**config.mk**
```make
export PLATFORM = sky130hd
export DESIGN_NAME = mem_arbiter
export DESIGN_NICKNAME = d
export VERILOG_FILES = /design/src/rtl/npc_bus_pkg.sv /design/src/rtl/arb_pick.sv /design/src/rtl/mem_arbiter.sv
export SDC_FILE = /design/constraint.sdc
export NUM_CORES = 1
export LEC_CHECK = 0
export CAP_MARGIN = 20
export CORE_MARGIN = 5
export CORE_UTILIZATION = 34
export CTS_CLUSTER_DIAMETER = 80
export DETAILED_ROUTE_END_ITERATION = 10
export HOLD_SLACK_MARGIN = 0.05
export PLACE_DENSITY = 0.89
export SYNTH_ARGS = -nofsm -noshare
export SYNTH_HDL_FRONTEND = slang
export SYNTH_SLANG_ARGS = --single-unit
```
**constraint.sdc**
```tcl
create_clock -name clk -period 2.97 [get_ports clk]
set_input_delay 0.7425 -clock clk [delete_from_list [all_inputs] [get_ports clk]]
set_output_delay 0.7425 -clock clk [all_outputs]
set_load 0.005 [all_outputs]
```
**src/rtl/npc_bus_pkg.sv**
```systemverilog
// Shared types for the core's memory bus arbiter: FSM states, bus owner
// identifiers and the registered memory request.
package npc_bus_pkg;

  typedef enum logic [1:0] {
    S_IDLE = 2'd0,
    S_REQ  = 2'd1,
    S_RESP = 2'd2
  } arb_state_t;

  typedef enum logic {
    OWN_IFU = 1'b0,
    OWN_LSU = 1'b1
  } arb_owner_t;

  typedef struct packed {
    logic [31:0] addr;
    logic        wen;
    logic [31:0] wdata;
    logic [3:0]  wmask;
  } mem_req_t;

  // Instruction fetches are always plain reads: no write enable, no byte lanes.
  function automatic mem_req_t ifu_fetch_req(input logic [31:0] addr);
    mem_req_t r;
    r.addr  = addr;
    r.wen   = 1'b0;
    r.wdata = '0;
    r.wmask = '0;
    return r;
  endfunction

  // Round-robin partner of the master that was granted last.
  function automatic arb_owner_t other_owner(input arb_owner_t o);
    return (o == OWN_IFU) ? OWN_LSU : OWN_IFU;
  endfunction

endpackage

```
**src/rtl/arb_pick.sv**
```systemverilog
// Combinational two-way picker between the IFU and LSU request lines.
// With RR_EN set, a tie goes to the master that was not granted last;
// otherwise the LSU always wins a tie.
module arb_pick
  import npc_bus_pkg::*;
#(
  parameter int unsigned RR_EN = 1
) (
  input  logic       ifu_valid,
  input  logic       lsu_valid,
  input  arb_owner_t rr_last,
  output arb_owner_t winner
);

  // Select the winner; defaults to IFU when nothing else applies.
  always_comb begin
    winner = OWN_IFU;
    if (ifu_valid && lsu_valid) begin
      if (RR_EN != 0) begin
        winner = other_owner(rr_last);
      end else begin
        winner = OWN_LSU;
      end
    end else if (lsu_valid) begin
      winner = OWN_LSU;
    end
  end

endmodule

```
**src/rtl/mem_arbiter.sv**
```systemverilog
// Shares the single memory port between the IFU (read-only) and the LSU.
// One request is in flight at a time: the winner is registered, forwarded
// to memory, and the grant is held until its response handshake completes
// or the slave times out, in which case an error response is forced.
module mem_arbiter
  import npc_bus_pkg::*;
#(
  parameter int unsigned RR_EN   = 1,
  parameter int unsigned TIMEOUT = 255,
  parameter int unsigned TO_W    = 8
) (
  input  logic        clk,
  input  logic        rst,

  input  logic        ifu_req_valid,
  output logic        ifu_req_ready,
  input  logic [31:0] ifu_addr,
  output logic        ifu_resp_valid,
  input  logic        ifu_resp_ready,
  output logic [31:0] ifu_rdata,
  output logic        ifu_err,

  input  logic        lsu_req_valid,
  output logic        lsu_req_ready,
  input  logic [31:0] lsu_addr,
  input  logic        lsu_wen,
  input  logic [31:0] lsu_wdata,
  input  logic [3:0]  lsu_wmask,
  output logic        lsu_resp_valid,
  input  logic        lsu_resp_ready,
  output logic [31:0] lsu_rdata,
  output logic        lsu_err,

  output logic        mem_req_valid,
  input  logic        mem_req_ready,
  output logic [31:0] mem_addr,
  output logic        mem_wen,
  output logic [31:0] mem_wdata,
  output logic [3:0]  mem_wmask,
  input  logic        mem_resp_valid,
  output logic        mem_resp_ready,
  input  logic [31:0] mem_rdata,
  input  logic        mem_err
);

  // The counter is cleared on entry to S_RESP and advances once per silent
  // cycle, so it equals TIMEOUT-1 on the TIMEOUT-th silent S_RESP cycle;
  // that is the cycle the error response is forced.
  localparam logic [TO_W-1:0] TO_LAST = (TIMEOUT == 0) ? '0 : TO_W'(TIMEOUT - 1);

  arb_state_t      state;
  arb_owner_t      owner;
  arb_owner_t      rr_last;
  mem_req_t        req_q;
  mem_req_t        req_next;
  logic [TO_W-1:0] to_cnt;

  arb_owner_t      winner;
  logic            any_req;
  logic            idle_ok;
  logic            in_req;
  logic            in_resp;
  logic            timed_out;
  logic            owner_ready;
  logic            resp_valid;
  logic [31:0]     resp_data;
  logic            resp_err;

  arb_pick #(
    .RR_EN (RR_EN)
  ) u_pick (
    .ifu_valid (ifu_req_valid),
    .lsu_valid (lsu_req_valid),
    .rr_last   (rr_last),
    .winner    (winner)
  );

  // Phase qualifiers; everything handshake-related is suppressed during reset.
  always_comb begin
    any_req     = ifu_req_valid | lsu_req_valid;
    idle_ok     = (state == S_IDLE) && !rst;
    in_req      = (state == S_REQ) && !rst;
    in_resp     = (state == S_RESP) && !rst;
    timed_out   = (TIMEOUT != 0) && (state == S_RESP) && (to_cnt == TO_LAST);
    owner_ready = (owner == OWN_LSU) ? lsu_resp_ready : ifu_resp_ready;
  end

  // Request register contents for the master that wins this cycle.
  always_comb begin
    req_next = ifu_fetch_req(ifu_addr);
    if (winner == OWN_LSU) begin
      req_next.addr  = lsu_addr;
      req_next.wen   = lsu_wen;
      req_next.wdata = lsu_wdata;
      req_next.wmask = lsu_wmask;
    end
  end

  // Master request acceptance: only the winner sees ready, only in S_IDLE.
  always_comb begin
    ifu_req_ready = idle_ok && ifu_req_valid && (winner == OWN_IFU);
    lsu_req_ready = idle_ok && lsu_req_valid && (winner == OWN_LSU);
  end

  // Forward the registered request; it is stable for as long as S_REQ lasts.
  always_comb begin
    mem_req_valid = in_req;
    mem_addr      = req_q.addr;
    mem_wen       = req_q.wen;
    mem_wdata     = req_q.wdata;
    mem_wmask     = req_q.wmask;
  end

  // Response steering: memory passes straight through to the owner unless
  // the timeout has expired, which substitutes a zero-data error and stops
  // accepting from memory so a late response is dropped.
  always_comb begin
    resp_valid     = in_resp && (timed_out || mem_resp_valid);
    resp_data      = timed_out ? '0 : mem_rdata;
    resp_err       = timed_out | mem_err;
    mem_resp_ready = in_resp && !timed_out && owner_ready;

    ifu_resp_valid = resp_valid && (owner == OWN_IFU);
    lsu_resp_valid = resp_valid && (owner == OWN_LSU);
    ifu_rdata      = ifu_resp_valid ? resp_data : '0;
    lsu_rdata      = lsu_resp_valid ? resp_data : '0;
    ifu_err        = ifu_resp_valid & resp_err;
    lsu_err        = lsu_resp_valid & resp_err;
  end

  // Arbiter FSM, request register and timeout counter.
  always_ff @(posedge clk) begin
    if (rst) begin
      state   <= S_IDLE;
      owner   <= OWN_IFU;
      rr_last <= OWN_IFU;
      req_q   <= '0;
      to_cnt  <= '0;
    end else begin
      case (state)
        S_IDLE: begin
          if (any_req) begin
            req_q   <= req_next;
            owner   <= winner;
            rr_last <= winner;
            state   <= S_REQ;
          end
        end
        S_REQ: begin
          if (mem_req_ready) begin
            to_cnt <= '0;
            state  <= S_RESP;
          end
        end
        S_RESP: begin
          if (resp_valid && owner_ready) begin
            state <= S_IDLE;
          end else if (!mem_resp_valid && !timed_out) begin
            to_cnt <= to_cnt + TO_W'(1);
          end
        end
        default: state <= S_IDLE;
      endcase
    end
  end

endmodule
```
==> impl_metrics.ini, run 1 <==
[run_status]
status = finished, violations left
violations = negative setup slack

[yosys]
synth_nets = 571
synthMuxAreaShare_pct = 1.06
synth_top_family_by_area = compound AO/OA/AOI/OAI gates
synth-seq-area-share_pct = 42.4
ys.warnings.count = 0
synth-async-reset-ratio_pct = 0
synth_fa_ha_area_share_pct = 0.662
ys_seq_elements = 80
syn_avg_cell_area_um2 = 8.85
yosys.area_share.simple_pct = 24.5
synth_edf_count = 0
synth_compound_area_share_pct = 25.7
ys_types = 47
syn_inst = 427
synthFlopType = dfxtp_1
synth-xor-area-share_pct = 0
syn_area_um2 = 3780

[final_layout]
post-route-util_pct = 66.3
drive_gt1_share_pct = 23.6
area_growth_syn_to_layout_pct = 91.2
nets = 858

[clock_tree]
clk_path_buf_depth = 2
cts_sinks = 80
hold_buffers = 0
cts_tree = built
htree_levels = 3
cts.clk_slew.worst_paths_ns = 0.08
clk_latency_ns = 0.34
root_buffer = clkbuf_8
numCtsBuffers = 9

[worst_setup_path]
critPathSlowestCell = or3b_4
critPathLaunchType = primary input
cp-end-kind = output port
path_class = primary input to output port
crit_required_ns = 2.23
cp_max_fo = 8
crit_top_cell = buf_6
arrival_ns = 2.32
crit_chain = buf_6 -> or3b_4 -> buf_6 -> a2111oi_4 -> buf_6 -> buf_6 -> buf_16 -> and2_4 -> buf_6
max_stage_delay_ns = 0.37

[timing]
setup_violations = 48
slew_headroom_pct = 67.2
fin_ws_ns = -0.0898
hold_viol_final = 0
fin_crit_sh_pct = 103
fmax_ghz = 0.327
rsz0062_at_grt = true
finalSetupTns_ns = -2.63
maxSlewViolCount = 0
skew_ns = 0.0134
min_period_ns = 3.06
tightest_slew_ns = 0.492

[floorplanning]
io_pins = 283
rows = 38
core_area_um2 = 10900
die-area_um2 = 13300
dieHeight_um = 115
start_util_pct = 34.7
dieWidth_um = 115

[global_route]
met1_usage_pct = 21.6
top_usage_layer = met2
grt_util_met2_pct = 41.2
antenna_found_initial = 2
use_met3_pct = 7.00
globalRoute.totalOverflow = 0
grt_pass1_wl_um = 23300
grt_use_total_pct = 22.1
grt_max_degree = 47
grt_pass1_vias = 4631

[routing]
drt_pass1_iterations = 4
wl_um = 15800
initialDrtViolationCount = 174
routed_via_density = 5.17
routed-via-count = 4453
drcViolationCount = 0
wl_per_cell_um = 18.4
ant_nets = 0

[worst_hold_path]
hold_path.class = flop to flop

[pwr]
p_leak_uw = 0.00296
peakVddDrop_v = 0.000252
fin_total_pwr_uw = 2790
power.density_nw_per_um2 = 386

[flow_run]
max_cap_viol_count = 0

[placement]
gp_congestion = 0.893
post-dp-hpwl_um = 11700
portBuffers = 282
## repair_timing
item | 4_1_cts | 5_1_grt
pin swaps | 4 | 18
buffers inserted | 8 | 2
resized for setup | 285 | 71
endpoints found under the setup margin | 72 | 61
cloned | 5 | 1
endpoints found under the hold margin | 0 | 0
## per-stage QoR
step / area, µm² / instances / hold WS (ns) / worst slack [ns]
after floorplan: 3780 / 427 / 0.453 / 0.246
after global placement: 6810 / 830 / 0.455 / -0.627
after detailed placement: 6810 / 830 / 0.457 / -0.678
after CTS: 6950 / 858 / 0.482 / -0.0732
after global routing: 7220 / 861 / 0.494 / -0.145
final: 7220 / 861 / 0.482 / -0.0898
## cell type report
cell class	instances	area, µm²
fillers	844	3670
diodes	2	5.00
clock buffers	12	155
repair buffers	320	3130
multi-input cells	301	2100
well taps	140	175
clock inverters	4	52.6
inverters	2	7.51
flip-flops and latches	80	1600
## routing by layer
layer	share of wire [%]	up-vias
met2	53	218
met5	0	-
met1	33	2082
met3	10	35
li1	-	2118
met4	3.3	0
## power by group
part	internal, µW	switching (µW)	leakage [µW]
clock	435	384	0.0000949
sequential	1170	54.4	0.000658
combinational	453	293	0.00221
total	2050	731	0.00296
## final timing paths
check	startpoint	to	slack (ns)	cells past startpoint
worst min-delay path	mem_wdata[16]$_SDFFE_PP0P_	mem_wdata[16]$_SDFFE_PP0P_	0.48	1
worst max-delay path	rst	ifu_rdata[0]	-0.09	9
worst max register to register	state[1]$_SDFFE_PP0P_	to_cnt[0]$_SDFFE_PP0P_	1.24	6
worst min register to register	mem_wdata[16]$_SDFFE_PP0P_	mem_wdata[16]$_SDFFE_PP0P_	0.48	1
## cells in the final DEF, fill, tap and decap left out, types with 4 or more instances in the layout
| cell type | n |
|---|---|
| buf_6 | 40 |
| mux2i_1 | 4 |
| buf_4 | 25 |
| nand2_1 | 67 |
| and2_4 | 38 |
| a211oi_1 | 4 |
| clkbuf_8 | 11 |
| dlygate4sd2_1 | 7 |
| and2_1 | 27 |
| a21oi_1 | 37 |
| dfxtp_1 | 80 |
| a22o_1 | 37 |
| nand3b_1 | 5 |
| a311oi_1 | 32 |
| buf_16 | 4 |
| nor3b_1 | 5 |
| buf_2 | 31 |
| clkdlybuf4s50_1 | 210 |
## flip-flops by register name (all words and copies together) (netlist names)
signal / flops
mem_wmask: 4
rr_last: 1
state: 2
mem_addr: 32
to_cnt: 8
mem_wen: 1
mem_wdata: 32
## critical path: cells and delay by family
family	cells	cell delay, ns
buffers and inverters	6	0.73
AOI/OAI and AO/OA	1	0.33
and+or+nand+nor	2	0.52
## synthesized netlist by cell type, types with 3 or more instances
library cell	n	area, µm²
clkbuf_1	31	116
buf_1	3	11.3
and2_1	65	407
mux2i_1	4	40.0
a211oi_1	4	30.0
dfxtp_1	80	1600
a22o_1	37	324
nand2b_1	3	18.8
or3b_2	3	26.3
buf_2	4	20.0
buf_6	4	45.0
a21oi_1	38	190
nor3_1	3	15.0
nor3b_1	5	37.5
a311oi_1	32	280
nand2_1	67	251
nand3b_1	5	37.5
## logic make-up (layout without fill, tap and decap cells)
group	count (synthesis)	in the layout
and+or+nand+nor	169	169
AOI/OAI and AO/OA	126	126
DFF	80	80
buffers and inverters	46	338
muxes	4	4
adders and majority gates	2	2
other	0	2
Power figures use the tool's default switching activity.
==> run 2, diff against run 1 <==
Settings changed: CORE_ASPECT_RATIO set to 1.4.
==> run 2 against run 1 <==
Against the previous run:
- critical endpoint is now lsu_rdata[8]
- fmax increased by 2.7%
- non-clock buffer count rose by 3
- sequential power is essentially flat
- total power grew 11%
- design area is 1.8% lower
- die area increased by 0.22%
- sequential share of layout area up 0.43 points
- the flow still finishes with violations (negative setup slack)
- via count up 2.2%
- flip-flop and latch count unchanged
==> impl_metrics.ini, run 2 (same netlist as run 1, synthesis figures left out) <==
[worst_setup_path]
crit_chain = buf_2 -> or3b_4 -> buf_6 -> a211oi_4 -> buf_6 -> buf_12 -> and2_4 -> clkdlybuf4s15_2
cp_max_fo = 8
critPathLaunchType = primary input
max_stage_delay_ns = 0.41
critPathSlowestCell = or3b_4
crit_required_ns = 2.23
arrival_ns = 2.24
cp-end-kind = output port
crit_top_cell = buf_6
path_class = primary input to output port

[final_layout]
fillers = 857
drive_gt1_share_pct = 18.4
nets = 861
final_cell_mix = clkdlybuf4s50_1 (209), dfxtp_1 (79), nand2_1 (67)
seqCellArea_um2 = 1600
design_area_um2 = 7090
post-route-util_pct = 65.2
multi_input_comb_area_um2 = 2020
final_common_cell = clkdlybuf4s50_1
area_growth_syn_to_layout_pct = 87.6

[timing]
fin_ws_ns = -0.00893
tightest_slew_ns = 0.502
rsz0062_at_grt = true
slew_headroom_pct = 66.5
fin_crit_sh_pct = 100
hold_viol_final = 0
skew_ns = 0.00693
maxSlewViolCount = 0
setup_violations = 1
fmax_ghz = 0.336
min_period_ns = 2.98

[global_route]
grt_max_degree = 47
antenna_found_initial = 4
grt_pass1_vias = 4692
globalRoute.totalOverflow = 0
grt_use_total_pct = 23.6
grt_pass1_wl_um = 24600

[floorplanning]
dieWidth_um = 99.1
core_area_um2 = 10900
start_util_pct = 34.8
dieHeight_um = 135
die-area_um2 = 13300
io_pins = 283
rows = 45

[routing]
routed-via-count = 4553
drt-met1-wl_um = 5920
wl_um = 16900
routed.top_layer = met5
wl_per_cell_um = 19.6
route.met2.wl_um = 8660
routed_via_density = 5.27
drt_pass1_iterations = 4
initialDrtViolationCount = 194
met3_length_um = 1630
ant_nets = 0
drcViolationCount = 0

[worst_hold_path]
hold_path.class = flop to flop

[clock_tree]
cts.clk_slew.worst_paths_ns = 0.06
numCtsBuffers = 9
htree_levels = 3
clk_path_buf_depth = 2
clk_latency_ns = 0.33
hold_buffers = 0
cts_sinks = 80
cts_tree = built
root_buffer = clkbuf_16

[placement]
place_area_um2 = 6790
gp_congestion = 0.948
post-dp-hpwl_um = 12600
portBuffers = 282

[pwr]
fin_total_pwr_uw = 3110
peakVddDrop_v = 0.000338
power.density_nw_per_um2 = 438
p_leak_uw = 0.00295

[flow_run]
max_cap_viol_count = 0

[run_status]
violations = negative setup slack
status = finished, violations left
run 2: changes by cell type in the layout (fill, tap and decap cells not counted), sizes merged:
cell,previous run,this run
clkinvlp,3,1
clkbuf,12,24
clkdlybuf4s15,0,10
diode,2,1
inv,2,6
dlygate4sd2,7,12
clkinv,0,1
buf,103,77
clkdlybuf4s50,210,209
run 2: final timing paths:
check	start	to	slack, ns	cells past startpoint
hold reg to reg	mem_wdata[18]$_SDFFE_PP0P_	mem_wdata[18]$_SDFFE_PP0P_	0.47	1
setup reg to reg	rr_last$_SDFFE_PP0P_	mem_wdata[5]$_SDFFE_PP0P_	1.08	7
hold / removal	mem_wdata[18]$_SDFFE_PP0P_	mem_wdata[18]$_SDFFE_PP0P_	0.47	1
setup / recovery	rst	lsu_rdata[8]	-0.009	8
run 2: routing by layer:
metal  global-route usage (%)  vias to the layer above
li1                         -                     2125
met1                     23.4                     2095
met2                     42.8                      274
met3                     9.10                       51
met4                     11.0                        8
met5                        0                        -
run 2: critical path: cells and delay by family:
kind | cells | cell delay, ns
and+or+nand+nor | 2 | 0.55
buffers and inverters | 5 | 0.72
AOI/OAI and AO/OA | 1 | 0.22
run 2: area by class of cell:
cell class / instances / area share, %
multi-input combinational: 301 / 28.5
clock inverter: 7 / 1.18
timing repair buffer: 323 / 41.9
inverter: 2 / 0.106
clock buffer: 9 / 3.18
sequential: 80 / 22.6
antenna: 1 / 0.0353
tap: 141 / 2.49
run 2: report_power, final:
part	internal (µW)	total [µW]	switching, µW	leakage, µW
Combinational	446	743	297	0.00214
Sequential	1170	1220	52.6	0.000658
Clock	668	1140	475	0.000149
Total	2280	3110	825	0.00295
run 2: through the flow:
| stage | setup slack, ns | setup TNS [ns] | instances | hold WS [ns] |
|---|---|---|---|---|
| after floorplan | 0.246 | 0 | 427 | 0.453 |
| after global placement | -0.635 | -39.09 | 829 | 0.456 |
| after detailed placement | -0.677 | -42.32 | 829 | 0.457 |
| after CTS | -0.00922 | -0.0404 | 863 | 0.477 |
| after global routing | -0.0459 | -0.0472 | 863 | 0.492 |
| final | -0.00893 | -0.00893 | 864 | 0.475 |
run 2: repair_timing:
action,4_1_cts,5_1_grt
gates resized for setup,209,39
endpoints found under the setup margin,72,64
pin swaps,4,3
setup buffers,15,1
cloned,4,1
